**config.mk**
```make
export PLATFORM = sky130hd
export DESIGN_NAME = guess_round_ctrl
export DESIGN_NICKNAME = d
export VERILOG_FILES = /design/src/rtl/guess_round_ctrl.sv
export SDC_FILE = /design/constraint.sdc
export NUM_CORES = 1
export LEC_CHECK = 0
export CAP_MARGIN = 10
export CORE_MARGIN = 5
export CORE_UTILIZATION = 50
export DETAILED_ROUTE_END_ITERATION = 10
export PLACE_DENSITY = 0.71
export SLEW_MARGIN = 20
export SYNTH_ARGS = -nofsm -noshare
export SYNTH_HDL_FRONTEND = slang
export SYNTH_SLANG_ARGS = --single-unit
```
**constraint.sdc**
```tcl
create_clock -name clk -period 2.8 [get_ports clk]
set_clock_uncertainty 0.15 [all_clocks]
set_input_delay 0.7 -clock clk [delete_from_list [all_inputs] [get_ports clk]]
set_output_delay 0.7 -clock clk [all_outputs]
set_load 0.005 [all_outputs]
```
**src/rtl/guess_round_ctrl.sv**
```systemverilog
// Guessing-game round controller: decodes button presses, draws LFSR targets, scores answers, sequences rounds.
// Latency: a press in cycle t raises result_valid in cycle t+2 for RESULT_CYC cycles; the next target appears in cycle t+RESULT_CYC+3.
// Backpressure: none; presses arriving outside WAIT_PRESS/DONE are decoded to keep the press/release phase aligned, then dropped.
module guess_round_ctrl #(
    parameter int WIDTH      = 8,
    parameter int SCORE_W    = 4,
    parameter int ROUNDS     = 10,
    parameter int RESULT_CYC = 50000000
) (
    input  logic               clk,
    input  logic               rst_n,
    input  logic               btn_toggle,
    input  logic [WIDTH-1:0]   switches,
    output logic [WIDTH-1:0]   target,
    output logic               result_valid,
    output logic               result_correct,
    output logic [SCORE_W-1:0] score,
    output logic [SCORE_W-1:0] round_cnt,
    output logic               game_over
);

    // The hold counter only ever holds values up to RESULT_CYC-1
    localparam int                 HOLD_W    = (RESULT_CYC > 1) ? $clog2(RESULT_CYC) : 1;
    localparam logic [HOLD_W-1:0]  HOLD_LOAD = HOLD_W'(RESULT_CYC - 1);
    localparam logic [SCORE_W-1:0] SCORE_MAX = '1;
    localparam logic [SCORE_W-1:0] ROUNDS_C  = SCORE_W'(ROUNDS);
    localparam logic [15:0]        LFSR_SEED = 16'hACE1;
    localparam logic [15:0]        LFSR_TAPS = 16'hB400;

    typedef enum logic [2:0] {
        S_NEW_ROUND,
        S_WAIT_PRESS,
        S_CHECK,
        S_RESULT,
        S_DONE
    } state_t;

    state_t              r_state;
    state_t              w_state_nxt;
    logic                r_btn_q;
    logic                r_phase;
    logic [15:0]         r_lfsr;
    logic [WIDTH-1:0]    r_ans;
    logic [WIDTH-1:0]    r_target;
    logic [HOLD_W-1:0]   r_hold;
    logic                r_result_valid;
    logic                r_result_correct;
    logic [SCORE_W-1:0]  r_score;
    logic [SCORE_W-1:0]  r_round;
    logic                r_game_over;

    logic                w_change;
    logic                w_press;
    logic                w_correct;
    logic                w_load_target;
    logic                w_capture;
    logic                w_check;
    logic                w_hold_dec;
    logic                w_result_end;
    logic                w_end_game;
    logic                w_restart;

    // Every level change of btn_toggle is one edge; odd edges (phase 0) are presses, even ones releases
    assign w_change  = btn_toggle ^ r_btn_q;
    assign w_press   = w_change & ~r_phase;
    assign w_correct = (r_ans == r_target);

    // Press/release phase tracking and free-running Galois LFSR
    always_ff @(posedge clk or negedge rst_n) begin
        if (!rst_n) begin
            r_btn_q <= 1'b0;
            r_phase <= 1'b0;
            r_lfsr  <= LFSR_SEED;
        end else begin
            r_btn_q <= btn_toggle;
            if (w_change) begin
                r_phase <= ~r_phase;
            end
            r_lfsr <= {1'b0, r_lfsr[15:1]} ^ (r_lfsr[0] ? LFSR_TAPS : 16'h0000);
        end
    end

    // FSM state register
    always_ff @(posedge clk or negedge rst_n) begin
        if (!rst_n) begin
            r_state <= S_NEW_ROUND;
        end else begin
            r_state <= w_state_nxt;
        end
    end

    // Next-state decode and per-state datapath strobes
    always_comb begin
        w_state_nxt   = r_state;
        w_load_target = 1'b0;
        w_capture     = 1'b0;
        w_check       = 1'b0;
        w_hold_dec    = 1'b0;
        w_result_end  = 1'b0;
        w_end_game    = 1'b0;
        w_restart     = 1'b0;
        case (r_state)
            S_NEW_ROUND: begin
                w_load_target = 1'b1;
                w_state_nxt   = S_WAIT_PRESS;
            end
            S_WAIT_PRESS: begin
                if (w_press) begin
                    w_capture   = 1'b1;
                    w_state_nxt = S_CHECK;
                end
            end
            S_CHECK: begin
                w_check     = 1'b1;
                w_state_nxt = S_RESULT;
            end
            S_RESULT: begin
                if (r_hold == '0) begin
                    // Drop result_valid on exit so it is high exactly RESULT_CYC cycles
                    w_result_end = 1'b1;
                    if (r_round == ROUNDS_C) begin
                        w_end_game  = 1'b1;
                        w_state_nxt = S_DONE;
                    end else begin
                        w_state_nxt = S_NEW_ROUND;
                    end
                end else begin
                    w_hold_dec = 1'b1;
                end
            end
            S_DONE: begin
                if (w_press) begin
                    w_restart   = 1'b1;
                    w_state_nxt = S_NEW_ROUND;
                end
            end
            default: begin
                w_state_nxt = S_NEW_ROUND;
            end
        endcase
    end

    // Target draw, answer capture and result-hold timer
    always_ff @(posedge clk or negedge rst_n) begin
        if (!rst_n) begin
            r_target <= '0;
            r_ans    <= '0;
            r_hold   <= '0;
        end else begin
            if (w_load_target) begin
                r_target <= r_lfsr[WIDTH-1:0];
            end
            if (w_capture) begin
                r_ans <= switches;
            end
            if (w_check) begin
                r_hold <= HOLD_LOAD;
            end else if (w_hold_dec) begin
                r_hold <= r_hold - 1'b1;
            end
        end
    end

    // Scoring, round counting and result/game-over flags
    always_ff @(posedge clk or negedge rst_n) begin
        if (!rst_n) begin
            r_result_valid   <= 1'b0;
            r_result_correct <= 1'b0;
            r_score          <= '0;
            r_round          <= '0;
            r_game_over      <= 1'b0;
        end else begin
            if (w_check) begin
                r_result_valid   <= 1'b1;
                r_result_correct <= w_correct;
                r_round          <= r_round + 1'b1;
                if (w_correct && (r_score != SCORE_MAX)) begin
                    r_score <= r_score + 1'b1;
                end
            end else if (w_result_end || w_load_target) begin
                r_result_valid <= 1'b0;
            end
            if (w_end_game) begin
                r_game_over <= 1'b1;
            end else if (w_restart) begin
                r_game_over <= 1'b0;
                r_score     <= '0;
                r_round     <= '0;
            end
        end
    end

    assign target         = r_target;
    assign result_valid   = r_result_valid;
    assign result_correct = r_result_correct;
    assign score          = r_score;
    assign round_cnt      = r_round;
    assign game_over      = r_game_over;

endmodule

```
==> results by group <==
STA
  – Final setup viols: 0
  – RSZ-0062 raised after global routing: no
  – Final hold slack: around 0.2 ns
  – Fin crit share: 90.4%
  – Setup TNS: 0 ns
  – Fin. Hold Viols: 0
  – Min cycle time layout: 2.53 ns
  – Least-Margin Pin Slew: ~0.63 ns
  – Slew Limit Fails: 0
  – FMAX: 395 MHz
  – Rel. slew slack: roughly 58%

Status
  – Outcome: finished, final reports clean

Logic synthesis
  – Number of flops mapped to enable cells by yosys: 0
  – Distinct cells, synth: 48
  – Area of the mapped netlist: ~3300 sq um
  – Yosys warning count: 0
  – Synth Instances: 289
  – Top_reg_cell synth: dfrtp_1
  – Yosys reg bits: 74
  – Syn avg cell area: 11.6 sq um
  – Synth async-reset ratio: 100%
  – Mapped Nets: 305
  – Sequential area share after synthesis: 55.7%

Routing
  – WL final: 6.45 mm
  – Vias per cell: between 5 and 6
  – WL per Instance: 15.7 um
  – Antenna-violating nets left: 0
  – Drt drc: 0
  – Starting DRT DRC Count: 81
  – Via count: 2284
  – Drt first pass iters: 4

Layout
  – Design Area, Final: 3950 sq um
  – Leading cell type in the layout, fill and taps excluded: dfrtp_1
  – Most frequent cells in the layout: dfrtp_1, clkdlybuf4s50_1, nand2_1
  – Layout cell share with drive strength beyond 1: 18.8%
  – Fin util: 61.6%
  – Area growth syn-to-layout: 18.2%
  – Fillers: 525
  – Nets: approximately 350
  – Ant diodes: 0

Die
  – Core ar.: 6420 sq um
  – Die footprint: 8420 sq um
  – Die X: 91.8 um
  – Ports: 30
  – Die Y: ~92 um
  – Site Rows: 29
  – Starting density of the core: a little over half

Pwr
  – VDD IR max: 0.360 mV
  – Power, Total: 3.27 mW
  – Pwr/cell area: 827 nW/um^2
  – P_leak: 1.71 nW

Setup path
  – Req. time, crit path: 2.88 ns
  – Critical-path maximum fanout: 8
  – Endpoint class of the critical path: flip-flop
  – Worst setup startpoint: r_hold[14]
  – Worst r2r src: r_hold[14]
  – Worst R2R Setup Slack: 0.27 ns
  – Setup Crit Path Kind: flip-flop to flip-flop
  – CP max stage cell: or4_1
  – Crit path DAT: 2.62 ns
  – CP cell instances: or4_1, nor4_4, and2_1, a21oi_2, a211o_1
  – Max stage delay on crit path: 0.69 ns
  – Critical path launch point type: flip-flop

Clock tree
  – Reg clk slew, reported paths: 0.08 ns
  – CTS tree: yes
  – Hold Buf Count CTS: 0
  – Clock sink count: 74
  – Clock buffer depth: 2
  – Root buf cell: clkbuf_8
  – # H-tree levels: 3
  – Total CTS buffers: 9
  – Worst skew pair latency: 0.34 ns
  – Post_cts resized: 0
  – Setup Buffers After CTS: 0

Flow run
  – Max-cap violations: 0

Placement
  – DP HPWL: ~4.5 mm
  – Final GP Congestion: just over 0.8
  – Cell area after placement: 3770 sq um
  – I/O Buffers: 29

Worst hold path
  – Start point of the worst hold path: r_lfsr[9]
  – Worst hold path class: flip-flop to flip-flop

Global route
  – Largest net degree at the start of global routing: 37
  – Initial antenna violation count: 0
  – Total Routing Usage GR: 16.4%
  – Grt ovf: 0
  – First-pass GRT wire length: 10.9 mm
  – Vias in the first global route: 2241
-- per-stage QoR --
stage	std cells	worst slack [ns]
final	412	0.268
after global placement	396	0.300
after global routing	412	0.144
after CTS	412	0.288
after floorplan	289	0.539
after detailed placement	396	0.302
-- sequential cells by signal, indices dropped and copies added, names as in the netlist --
register / flops
r_btn_q: 1
r_hold: 26
r_lfsr: 16
score: 4
round_cnt: 4
result_correct: 1
result_valid: 1
target: 8
game_over: 1
r_state: 3
r_phase: 1
r_ans: 8
-- worst max-delay path: cells and delay by family (launching register included) --
kind,cells,cell delay (ns)
AOI/OAI and AO/OA,2,0.31
DFF,1,0.43
and+or+nand+nor,3,1.53
-- cells in the mapped netlist (all sizes together) (6+ instances only) --
| cell | count | share of area (%) |
|---|---|---|
| mux2i | 6 | 1.8 |
| clkbuf | 6 | 0.67 |
| xnor2 | 10 | 2.6 |
| nor3 | 19 | 2.8 |
| a21oi | 10 | 1.7 |
| nor2 | 20 | 2.2 |
| nor4 | 9 | 2.5 |
| dfrtp | 66 | 49 |
| xor2 | 15 | 3.9 |
| dfstp | 8 | 6.3 |
| nand2 | 25 | 2.8 |
| mux2 | 16 | 5.4 |
| nand3 | 7 | 1.0 |
| inv | 7 | 0.79 |
| a211oi | 6 | 1.3 |
-- kinds of logic after synthesis --
| logic type | Yosys count | synth area share (%) |
|---|---|---|
| buffers and inverters | 17 | 2.32 |
| muxes | 22 | 7.18 |
| AOI/OAI and AO/OA | 34 | 7.48 |
| DFF | 74 | 55.7 |
| adders and majority gates | 5 | 1.87 |
| xor gates and xnor gates | 25 | 6.55 |
| and+or+nand+nor | 112 | 18.9 |
-- layer usage --
layer / track usage [%] / vias to the layer above / wire [um]
met5: 0 / - / 0
met4: 8.29 / 0 / 156
met3: 3.93 / 12 / 204
met2: 23.6 / 38 / 2770
met1: 23.2 / 1110 / 3330
li1: - / 1124 / -
-- path summary, 6_finish.rpt --
| kind | endpoint | cells after the start |
|---|---|---|
| min in group asynchronous | result_correct | 1 |
| hold reg to reg | r_lfsr[8] | 0 |
| setup / recovery | result_valid | 5 |
| max in group asynchronous | r_lfsr[5] | 2 |
| hold / removal | r_lfsr[8] | 0 |
| setup reg to reg | result_valid | 5 |
-- layout make-up --
| type | count | area, sq um | area share [%] |
|---|---|---|---|
| clock buffer | 11 | 141 | 3.58 |
| clock inverter | 5 | 37.5 | 0.949 |
| inverter | 7 | 26.3 | 0.665 |
| multi-input combinational | 198 | 1410 | 35.7 |
| sequential | 74 | 1860 | 47.1 |
| tap | 77 | 96.3 | 2.44 |
| timing repair buffer | 40 | 380 | 9.62 |
-- where the power goes --
group | switching [mW] | internal [mW] | total (mW)
sequential | 0.258 | 1.34 | 1.60
clock | 0.398 | 0.349 | 0.747
combinational | 0.470 | 0.458 | 0.927
total | 1.13 | 2.15 | 3.27
Note: power is estimated with default switching activity, not from simulation.
